[src/rtl/regfile_sched_pkg.sv]
// Shared constants and types for the register-file writeback scheduler.
package regfile_sched_pkg;
  localparam int NREG         = 32;
  localparam int REG_AW       = 5;
  localparam int DATA_W       = 32;
  localparam int STARVE_LIMIT = 3;
  localparam int CNT_W        = 2;

  typedef logic [REG_AW-1:0] regn_t;
  typedef logic [DATA_W-1:0] data_t;

  // One-hot mask for register r; r0 maps to an empty mask so it is never tracked.
  function automatic logic [NREG-1:0] reg_mask(input regn_t r);
    reg_mask    = '0;
    reg_mask[r] = (r != '0);
  endfunction
endpackage

[src/rtl/regfile_scoreboard.sv]
// Busy-vector scoreboard: hazard check against same-cycle commit, busy set/clear, sticky error.
module regfile_scoreboard
  import regfile_sched_pkg::*;
(
  input  logic            clk,
  input  logic            clrn,
  input  logic            is_valid,
  input  regn_t           is_rs,
  input  regn_t           is_rt,
  input  regn_t           is_rd,
  input  logic            is_wr,
  input  logic            commit,
  input  regn_t           cwn,
  output logic            is_stall,
  output logic            idle,
  output logic            sb_err
);
  logic [NREG-1:0] busy, eff_busy, busy_nxt;
  logic            issue;

  // A register written back this cycle is already free for the issuing instruction.
  assign eff_busy = busy & ~(commit ? reg_mask(cwn) : {NREG{1'b0}});

  assign is_stall = clrn && is_valid &&
                    (eff_busy[is_rs] || eff_busy[is_rt] || (is_wr && eff_busy[is_rd]));
  assign issue    = is_valid && !is_stall && is_wr && (is_rd != '0);
  assign idle     = (busy == '0);

  // Clear first, then set: a same-cycle reissue of the committed register wins.
  always_comb begin
    busy_nxt = busy;
    if (commit) busy_nxt = busy_nxt & ~reg_mask(cwn);
    if (issue)  busy_nxt[is_rd] = 1'b1;
  end

  always_ff @(posedge clk or negedge clrn) begin
    if (!clrn) begin
      busy   <= '0;
      sb_err <= 1'b0;
    end else begin
      busy <= busy_nxt;
      if (commit && (cwn != '0) && !busy[cwn]) sb_err <= 1'b1;
    end
  end
endmodule

[src/rtl/regfile_sched.sv]
// Writeback arbiter (pipeline port A vs multi-cycle port B) with starvation guard, plus scoreboard.
module regfile_sched
  import regfile_sched_pkg::*;
(
  input  logic  clk,
  input  logic  clrn,
  input  logic  is_valid,
  input  regn_t is_rs,
  input  regn_t is_rt,
  input  regn_t is_rd,
  input  logic  is_wr,
  output logic  is_stall,
  input  logic  a_valid,
  input  regn_t a_wn,
  input  data_t a_d,
  output logic  a_ready,
  input  logic  b_valid,
  input  regn_t b_wn,
  input  data_t b_d,
  output logic  b_ready,
  output logic  rf_we,
  output regn_t rf_wn,
  output data_t rf_d,
  output logic  idle,
  output logic  sb_err
);
  logic [CNT_W-1:0] cnt;
  logic             starve, a_com, b_com;

  // B has waited STARVE_LIMIT cycles: block A for one cycle so B drains.
  assign starve  = (cnt == CNT_W'(STARVE_LIMIT)) && b_valid;
  assign a_ready = clrn && !starve;
  assign b_ready = clrn && (starve || !a_valid);
  assign a_com   = a_valid && a_ready;
  assign b_com   = b_valid && b_ready;

  assign rf_we = a_com || b_com;
  assign rf_wn = a_com ? a_wn : b_wn;
  assign rf_d  = a_com ? a_d  : b_d;

  always_ff @(posedge clk or negedge clrn) begin
    if (!clrn)                  cnt <= '0;
    else if (!b_valid || b_com) cnt <= '0;
    else if (cnt != CNT_W'(STARVE_LIMIT)) cnt <= cnt + CNT_W'(1);
  end

  regfile_scoreboard u_sb (
    .clk      (clk),
    .clrn     (clrn),
    .is_valid (is_valid),
    .is_rs    (is_rs),
    .is_rt    (is_rt),
    .is_rd    (is_rd),
    .is_wr    (is_wr),
    .commit   (rf_we),
    .cwn      (rf_wn),
    .is_stall (is_stall),
    .idle     (idle),
    .sb_err   (sb_err)
  );
endmodule

[config.mk]
export PLATFORM = sky130hd
export DESIGN_NAME = regfile_sched
export DESIGN_NICKNAME = d
export VERILOG_FILES = /design/src/rtl/regfile_sched_pkg.sv /design/src/rtl/regfile_scoreboard.sv /design/src/rtl/regfile_sched.sv
export SDC_FILE = /design/constraint.sdc
export NUM_CORES = 1
export LEC_CHECK = 0
export CELL_PAD_IN_SITES_DETAIL_PLACEMENT = 1
export CELL_PAD_IN_SITES_GLOBAL_PLACEMENT = 2
export CORE_MARGIN = 3
export CORE_UTILIZATION = 27
export DETAILED_ROUTE_END_ITERATION = 6
export PLACE_DENSITY = 0.89
export SLEW_MARGIN = 10
export SYNTH_ARGS = -nofsm -noshare
export SYNTH_HDL_FRONTEND = slang
export SYNTH_SLANG_ARGS = --single-unit
[constraint.sdc]
create_clock -name clk -period 7.3 [get_ports clk]
set_input_delay 1.46 -clock clk [delete_from_list [all_inputs] [get_ports clk]]
set_output_delay 1.46 -clock clk [all_outputs]
set_load 0.05 [all_outputs]
==> results by group, run 1 <==
Place
  – Placed cell count: 860
  – Area post-placement: 5620 um2
  – IO buf count: 137
  – Gpl congestion: 0.956
  – DPL Wire Length: 15.7 mm

Power
  – Reg power frac: 28.8%
  – P_sw: 448 uW
  – Int Power: 569 uW
  – Peak VDD IR: 0.0855 mV
  – Leak Pwr: 0.00223 uW
  – Clock power frac: 24.0%
  – Combinational Power Share: 47.2%
  – Pwr per Cell Area: 176 nW/um2
  – Net Sw Frac: 44.1%

Worst setup path
  – Crit-path max FO: 13
  – Critical path, cell by cell: clkdlybuf4s50_1 -> a21boi_0 -> a32o_1 -> nand2_1 -> o21ai_0 -> nor2_1 -> o21ai_0 -> a211oi_1 -> nor4b_4 -> a21oi_1 -> buf_4
  – R2R depth: 12
  – Worst R2R End: u_sb.busy[11]
  – Family with the most delay on the worst path: compound AO/OA/AOI/OAI gates
  – WS Path Type: in -> out
  – Crit path required time: 5840 ps
  – CP Buf/Inv Count: 2
  – Setup crit end kind: output port
  – CP Launch Type: input port
  – Critical path's slowest cell: o21ai_0
  – RR Startpoint: cnt[0]
  – Crit path arrival time: 5050 ps
  – Reg2reg setup slack: 2950 ps
  – CP dominant cell by count: o21ai_0
  – Largest stage delay, worst path: 770 ps

Routing
  – Vias: 5252
  – Drt total wl: 19.9 mm
  – DRC: 0
  – WL/cell: 22.9 um
  – DR iter-0 viols: 490
  – Final ANT Viol Nets: 0
  – Via-to-Cell Ratio: 6.05
  – Iteration count of the initial detailed-routing pass: 5

Synth
  – Syn Inst Count: 564
  – Register bit total from synthesis: 35
  – Syn Nets: 660
  – Distinct cells, synth: 66
  – Asr flop ratio synth: 100%
  – Top cell type by total area after synthesis: dfrtp_1
  – Synth area leaders: dfrtp_1, nand2_1, o211ai_1
  – Post-synth EDFFs: 0
  – Post-Syn Area: 4120 um2
  – Yosys top cell area share: 21.3%
  – Ys Warns: 0
  – Avg Synthesized Cell Area: 7.30 um2
  – Synth Flop Type: dfrtp_1
  – Sequential area share after synthesis: 21.3%

STA
  – Slew margin rel.: 26.8%
  – Final Hold Viols: 0
  – Setup total negative slack: 0 ps
  – Max Clock Freq: 154 MHz
  – # setup viols final: 0
  – Clk_skew: 8.98 ps
  – Min Clock Period, post-route: 6510 ps
  – Hold slack final: 475 ps
  – Final Max Tran Viols: 0
  – Slew @ Worst Pin: 1100 ps
  – Final period util: 89.2%
  – RSZ-0062 raised after global routing: no

Floorplanning
  – I/O pins: 138
  – Core outline area: 14700 um2
  – Chip height: 129 um
  – Die X: 129 um
  – Die ar.: 16800 um2
  – FP Rows: 44
  – Initial Util: 28.0%

Clock network
  – Clock transition at path regs: 70 ps
  – Clock Latency Late Sink: 290 ps
  – CTS buffer count: 5
  – Max clock buf depth: 2
  – Clock sinks: 35
  – CTS resizes: 0
  – Setup Fix Bufs, Post-CTS: 0
  – H-tree depth: 2
  – CTS tree: done
  – Hold-fix buffers at CTS: 0
  – CTS root buffer: clkbuf_16

Outcome
  – Status: completed

Global route
  – Largest net degree at the start of global routing: 67
  – Vias in the first global route: 5474
  – First-pass GRT wire length: 30.7 mm
  – Global-route usage over all layers: 23.3%
  – Overflow after GRT: 0
  – Initial antenna violation count: 0

Finish
  – Final instance area: 5780 um2
  – Cell Count, Final, Fillers Out: 868
  – Share of layout cells above drive strength 1: 8.19%
  – Commonest cells after routing, fill and taps aside: nand2_1, clkdlybuf4s50_1, dfrtp_1
  – Area Overhead vs Synth: 40.4%
  – Commonest non-fill, non-tap cell in the layout: nand2_1
  – # diodes: 0
  – Final Net Count: 779

Flow run
  – Maxcap violations: 0

Worst hold path
  – Hold endpoint: u_sb.busy[0]
  – Hold Path Stages: 0
  – Worst min path class: reg -> reg
  – Origin of the worst min-delay path: u_sb.busy[0]
-- cells in the mapped netlist (all sizes together) (13+ instances only) --
| cell type | count |
|---|---|
| clkbuf | 24 |
| a211oi | 15 |
| mux2i | 20 |
| o211ai | 29 |
| inv | 13 |
| nand2 | 161 |
| o31ai | 32 |
| dfrtp | 35 |
| nor2 | 19 |
| nand3 | 20 |
| buf | 14 |
| o21ai | 19 |
-- registers in the layout, summed over array words and instances (netlist names) --
signal / flops
u_sb.busy: 32
cnt: 2
u_sb.sb_err: 1
-- power groups by stage --
stage          clock, uW  combinational, uW  sequential, uW
2_1_floorplan          0                295             269
4_1_cts              245                475             290
3_5_place_dp           0                473             294
5_1_grt              254                513             297
6_report             244                479             293
3_3_place_gp           0                466             290
-- worst register-to-register path, cell delays in order (launching register included) --
cell and delay [ps]:
dfrtp_1 410, ha_1 300, a21boi_2 310, buf_4 230, a2111oi_0 140, o211ai_1 500, a32oi_1 130, a311oi_1 410
o211ai_1 140, nor4_1 470, a221oi_2 170, a21oi_4 790, o31ai_1 200
-- cell families after synthesis --
family                   synth area share (%)
buffers and inverters                    5.71
multiplexers                             9.24
AO/OA/AOI/OAI                            31.0
flip-flops                               21.3
AND/OR/NAND/NOR                          32.3
adder cells (fa/ha/maj)                 0.304
XOR/XNOR                                0.213
-- through the flow --
step | utilization [%] | total power, uW | worst slack [ps]
floorplan | - | 564 | 1570
global placement | 38.2 | 756 | 926
detailed placement | 38.2 | 767 | 820
CTS | 39.3 | 1010 | 809
global route | 39.3 | 1060 | 516
finish | 39.3 | 1020 | 789
-- final cells by class --
| class | count | area [um2] |
|---|---|---|
| Timing Repair Buffer | 150 | 1450 |
| Inverter | 14 | 52.6 |
| Tap cell | 184 | 230 |
| Fill cell | 1782 | 8920 |
| Clock inverter | 1 | 7.51 |
| Sequential cell | 35 | 876 |
| Multi-Input combinational cell | 477 | 3010 |
| Clock buffer | 7 | 153 |
-- layer usage --
layer / GRT usage, % / wire length, um / up-vias
met1: 28.9 / 7990 / 2559
met3: 4.12 / 1560 / 51
met5: 0 / 0 / -
li1: - / - / 2382
met4: 9.90 / 611 / 0
met2: 39.8 / 9690 / 260
-- worst max path at each step --
| stage | startpoint | endpoint | slack (ps) | cells past startpoint |
|---|---|---|---|---|
| after CTS | b_valid | is_stall | 810 | 12 |
| after global placement | b_valid | is_stall | 930 | 12 |
| after floorplan | clrn | is_stall | 1570 | 12 |
| final | a_valid | is_stall | 790 | 11 |
| after global routing | b_valid | is_stall | 520 | 12 |
| after detailed placement | b_valid | is_stall | 820 | 12 |
No activity file was read; power rests on OpenSTA's default activity.
==> inputs of run 2 (changes only) <==
ABC_AREA = 1   (was not set)
CORE_UTILIZATION = 25   (was 27)
==> results by group, run 2 <==
Synth
  – Asr flop ratio synth: 100%
  – Synth Flop Type: dfrtp_1
  – Post-Syn Area: 3880 um2
  – Count leader, synth: nand2_1
  – Syn Nets: 722
  – Avg Synthesized Cell Area: 6.20 um2
  – Register bit total from synthesis: 35
  – Post-synth EDFFs: 0
  – Yosys top cell area share: 22.6%
  – Ys Warns: 0
  – Sequential area share after synthesis: 22.6%
  – Distinct cells, synth: 35
  – Syn Inst Count: 626
  – Top cell type by total area after synthesis: dfrtp_1
  – Synth area leaders: dfrtp_1, nand2_1, nand3_1
  – Most frequent cells after synthesis: nand2_1, nand3_1, nor2_1, inv_1, dfrtp_1

Routing
  – Drt total wl: 17.7 mm
  – Iteration count of the initial detailed-routing pass: 5
  – DR iter-0 viols: 254
  – Vias: 4854
  – WL/cell: 19.0 um
  – Via-to-Cell Ratio: 5.20
  – Final ANT Viol Nets: 0
  – DRC: 0

Floorplanning
  – Chip height: 131 um
  – Die X: 131 um
  – Core outline area: 14900 um2
  – FP Rows: 44
  – I/O pins: 138
  – Die ar.: 17100 um2
  – Initial Util: 26.1%

STA
  – Final period util: 85.2%
  – # setup viols final: 0
  – Max Clock Freq: 161 MHz
  – Slew @ Worst Pin: 1150 ps
  – Setup total negative slack: 0 ps
  – Final Hold Viols: 0
  – Final Max Tran Viols: 0
  – Min Clock Period, post-route: 6220 ps
  – Hold slack final: 455 ps
  – RSZ-0062 raised after global routing: no
  – Clk_skew: 7.79 ps
  – Worst setup margin: 1080 ps
  – Slew margin rel.: 23.2%

Worst setup path
  – Crit path required time: 5840 ps
  – R2R depth: 21
  – CP Launch Type: input port
  – Setup crit end kind: output port
  – Crit path arrival time: 4760 ps
  – Crit-path max FO: 43
  – WS Path Type: in -> out

Finish
  – Commonest non-fill, non-tap cell in the layout: nand2_1
  – Commonest cells after routing, fill and taps aside: nand2_1, clkdlybuf4s50_1, nand3_1
  – Share of layout cells above drive strength 1: 11.9%
  – Final Net Count: 845
  – Core Util, Final: 37.2%
  – Top Registers: u_sb.busy (32), cnt (2), u_sb.sb_err (1)
  – Largest Register: u_sb.busy
  – Max FFs per register: 32
  – Final instance area: 5530 um2
  – # diodes: 0
  – Area Overhead vs Synth: 42.5%

Worst hold path
  – Worst min path class: reg -> reg
  – Hold Path Stages: 0

Power
  – Pwr per Cell Area: 174 nW/um2
  – Peak VDD IR: 0.116 mV
  – Leak Pwr: 0.00250 uW

Flow run
  – Maxcap violations: 0

Clock network
  – CTS root buffer: clkbuf_16
  – CTS tree: done
  – Clock transition at path regs: 60 ps
  – H-tree depth: 2
  – Hold-fix buffers at CTS: 0
  – Clock sinks: 35
  – Setup Fix Bufs, Post-CTS: 0
  – Clock Latency Late Sink: 290 ps
  – CTS buffer count: 5
  – Max clock buf depth: 2
  – CTS resizes: 0

Place
  – DPL Wire Length: 14.7 mm
  – IO buf count: 137
  – Area post-placement: 5360 um2
  – Gpl congestion: 0.908
  – Worst slack at placement: 1070 ps

Global route
  – First-pass GRT wire length: 27.6 mm
  – Largest net degree at the start of global routing: 44
  – Global-route usage over all layers: 20.7%
  – Vias in the first global route: 5056
  – Overflow after GRT: 0
  – Initial antenna violation count: 0

Outcome
  – Status: completed
==> run 2: cell types whose count changed after synthesis, moves of 20 or more <==
cell and delta:
inv_1 +33, mux2_2 +26, mux2i_1 -20, nand2_1 +70, nand3_1 +73, nand3_2 +20
nor2_1 +37, o211ai_1 -26, o31ai_1 -25
==> run 2: stage by stage <==
stage	total power (uW)	std cells
after CTS	961	934
after global routing	1010	934
after floorplan	525	626
after detailed placement	701	926
final	960	934
after global placement	693	926
==> run 2: cell families after synthesis <==
family,Yosys count,synth area share (%)
simple gates,443,52.8
flops,35,22.6
compound gates,42,6.64
mux,32,9.29
buf+inv,73,8.35
fa+ha+maj,1,0.322
==> run 2: area by class of cell <==
type | instances | area, um2
fillers | 1915 | 9330
multi-input cells | 518 | 2680
repair buffers | 140 | 1390
flip-flops and latches | 35 | 876
well taps | 184 | 230
inverters | 49 | 184
clock buffers | 6 | 139
clock inverters | 2 | 35.0
==> run 2: power breakdown <==
part	internal, uW	switching [uW]
Combinational	158	260
Clock	170	90.0
Sequential	230	51.7
==> run 2: per-layer routing <==
layer	GRT usage [%]	vias to the layer above	wire, um
li1	-	2307	-
met1	26.5	2293	7800
met2	35.8	220	8020
met3	3.21	34	1440
met4	6.35	0	469
met5	0	-	0
==> run 2: worst paths after layout <==
path	start	to	slack, ps
setup / recovery	a_valid	is_stall	1080
hold / removal	u_sb.busy[0]	u_sb.busy[0]	450
setup reg to reg	cnt[0]	u_sb.busy[17]	3430
hold reg to reg	u_sb.busy[0]	u_sb.busy[0]	450
min in group asynchronous	clrn	u_sb.busy[22]	1450
max in group asynchronous	clrn	u_sb.busy[29]	5470
==> run 2: critical path, stage by stage <==
cell	delay, ps
clkdlybuf4s50_1	760
nand3_4	500
nand2_1	200
nand2_1	260
nand2_1	230
nor2_4	90
nand2_1	110
nand2_2	90
inv_1	80
nor2_1	40
nor2_1	150
nand2_1	70
nand3_1	110
nand2_1	60
nor2_1	110
nor2_2	50
nand3_2	90
nand2_4	40
inv_1	50
buf_4	180
==> inputs of run 3 (changes only) <==
GPL_TIMING_DRIVEN = 0   (was not set)
==> results by group, run 3 (synthesis results as in run 2) <==
Outcome
  – Status: completed

Floorplanning
  – I/O pins: 138
  – Die ar.: 17100 um2
  – FP Rows: 44
  – Die X: 131 um
  – Initial Util: 26.1%
  – Chip height: 131 um
  – Core outline area: 14900 um2

Worst setup path
  – Crit path required time: 5840 ps
  – Reg2reg setup slack: 4070 ps
  – Critical path, cell by cell: buf_2 -> buf_12 -> buf_2 -> nand4_1 -> nand2_2 -> nand2_1 -> nor2_4 -> nand2_1 -> nand2_1 -> nand2_1 -> nand3_1 -> nand2_1 -> nand2_1 -> nand3_1 -> nand3_1 -> nand2_1 -> inv_1 -> nand3_2 -> nand2_4 -> buf_6 -> inv_1 -> clkdlybuf4s50_1
  – Setup crit end kind: output port
  – CP dominant cell by count: nand2_1
  – Crit path arrival time: 5030 ps
  – Largest stage delay, worst path: 690 ps
  – WS Path Type: in -> out
  – Critical path's slowest cell: clkdlybuf4s50_1
  – CP Launch Type: input port
  – Crit-path max FO: 33

Finish
  – Commonest non-fill, non-tap cell in the layout: nand2_1
  – # diodes: 0
  – Commonest cells after routing, fill and taps aside: nand2_1, clkdlybuf4s50_1, nand3_1
  – # fillers: 1883
  – Largest Register: u_sb.busy
  – Share of layout cells above drive strength 1: 12.6%
  – Top Registers: u_sb.busy (32), cnt (2), u_sb.sb_err (1)
  – Cell Count, Final, Fillers Out: 952
  – Final Net Count: 863
  – Max FFs per register: 32
  – Area Overhead vs Synth: 44.8%

Global route
  – Vias in the first global route: 4929
  – Largest net degree at the start of global routing: 34
  – Global-route usage over all layers: 20.7%
  – Overflow after GRT: 0
  – Initial antenna violation count: 0
  – First-pass GRT wire length: 27.5 mm

Clock network
  – H-tree depth: 2
  – Clock Latency Late Sink: 280 ps
  – CTS tree: done
  – Setup Fix Bufs, Post-CTS: 0
  – CTS root buffer: clkbuf_16
  – Clock sinks: 35
  – Clock transition at path regs: 60 ps
  – CTS resizes: 0
  – CTS buffer count: 5
  – Max clock buf depth: 2
  – Hold-fix buffers at CTS: 0

Routing
  – Final ANT Viol Nets: 0
  – DR iter-0 viols: 263
  – Via-to-Cell Ratio: 5.06
  – WL/cell: 19.0 um
  – Drt total wl: 18.1 mm
  – Iteration count of the initial detailed-routing pass: 5
  – Vias: 4820
  – DRC: 0

Place
  – IO buf count: 133
  – Placed cell count: 944
  – DPL Wire Length: 15.4 mm
  – Gpl congestion: 0.896

Worst hold path
  – Worst min path class: reg -> reg

STA
  – Final period util: 88.9%
  – Max Clock Freq: 154 MHz
  – Final Hold Viols: 0
  – RSZ-0062 raised after global routing: no
  – Slew @ Worst Pin: 730 ps
  – Final Max Tran Viols: 0
  – Clk_skew: 5.92 ps
  – # setup viols final: 0
  – Hold slack final: 495 ps
  – Min Clock Period, post-route: 6490 ps
  – Slew margin rel.: 51.1%

Flow run
  – Maxcap violations: 0

Power
  – Leak Pwr: 0.00255 uW
  – Peak VDD IR: 0.0877 mV
  – Pwr per Cell Area: 167 nW/um2
[run 3: path summary, 6_finish.rpt]
| check | start | to | depth (start not counted) |
|---|---|---|---|
| setup / recovery | clrn | is_stall | 22 |
| hold / removal | u_sb.sb_err | u_sb.sb_err | 1 |
| setup reg to reg | cnt[0] | u_sb.busy[25] | 22 |
| hold reg to reg | u_sb.sb_err | u_sb.sb_err | 1 |
| max in group asynchronous | clrn | u_sb.busy[9] | 2 |
| min in group asynchronous | clrn | u_sb.busy[0] | 1 |
[run 3: worst max-delay path: cells and delay by family]
| family | cells | cell delay [ps] |
|---|---|---|
| simple gates | 15 | 1810 |
| buf+inv | 7 | 1740 |
[run 3: where the power goes]
group / internal (uW) / switching (uW)
Clock: 145 / 86.8
Sequential: 230 / 48.3
Combinational: 163 / 265
[run 3: layout make-up]
| class | instances | area, um2 | area share [%] |
|---|---|---|---|
| tap | 184 | 230 | 4.10 |
| sequential | 35 | 876 | 15.6 |
| multi-input combinational | 518 | 2680 | 47.7 |
| timing repair buffer | 134 | 1350 | 24.0 |
| clock inverter | 1 | 7.51 | 0.134 |
| clock buffer | 7 | 153 | 2.72 |
| buffer | 24 | 140 | 2.49 |
| inverter | 49 | 184 | 3.27 |
[run 3: per-stage QoR]
step / power (uW) / area (um2) / util, % / setup TNS [ps] / setup WS [ps]
2_1_floorplan: 525 / 3880 / - / 0 / 2050
3_3_place_gp: 696 / 5440 / 36.6 / -685 / -685
3_5_place_dp: 706 / 5460 / 36.7 / 0 / 763
4_1_cts: 942 / 5620 / 37.8 / 0 / 751
5_1_grt: 995 / 5620 / 37.8 / 0 / 537
6_report: 938 / 5620 / 37.8 / 0 / 809
[run 3: metal layers]
metal	vias to the layer above	share of wire, %	track usage, %
li1	2349	-	-
met1	2252	42	25.5
met2	195	48	37.6
met3	24	7.3	3.17
met4	0	2.1	5.44
met5	-	0	0
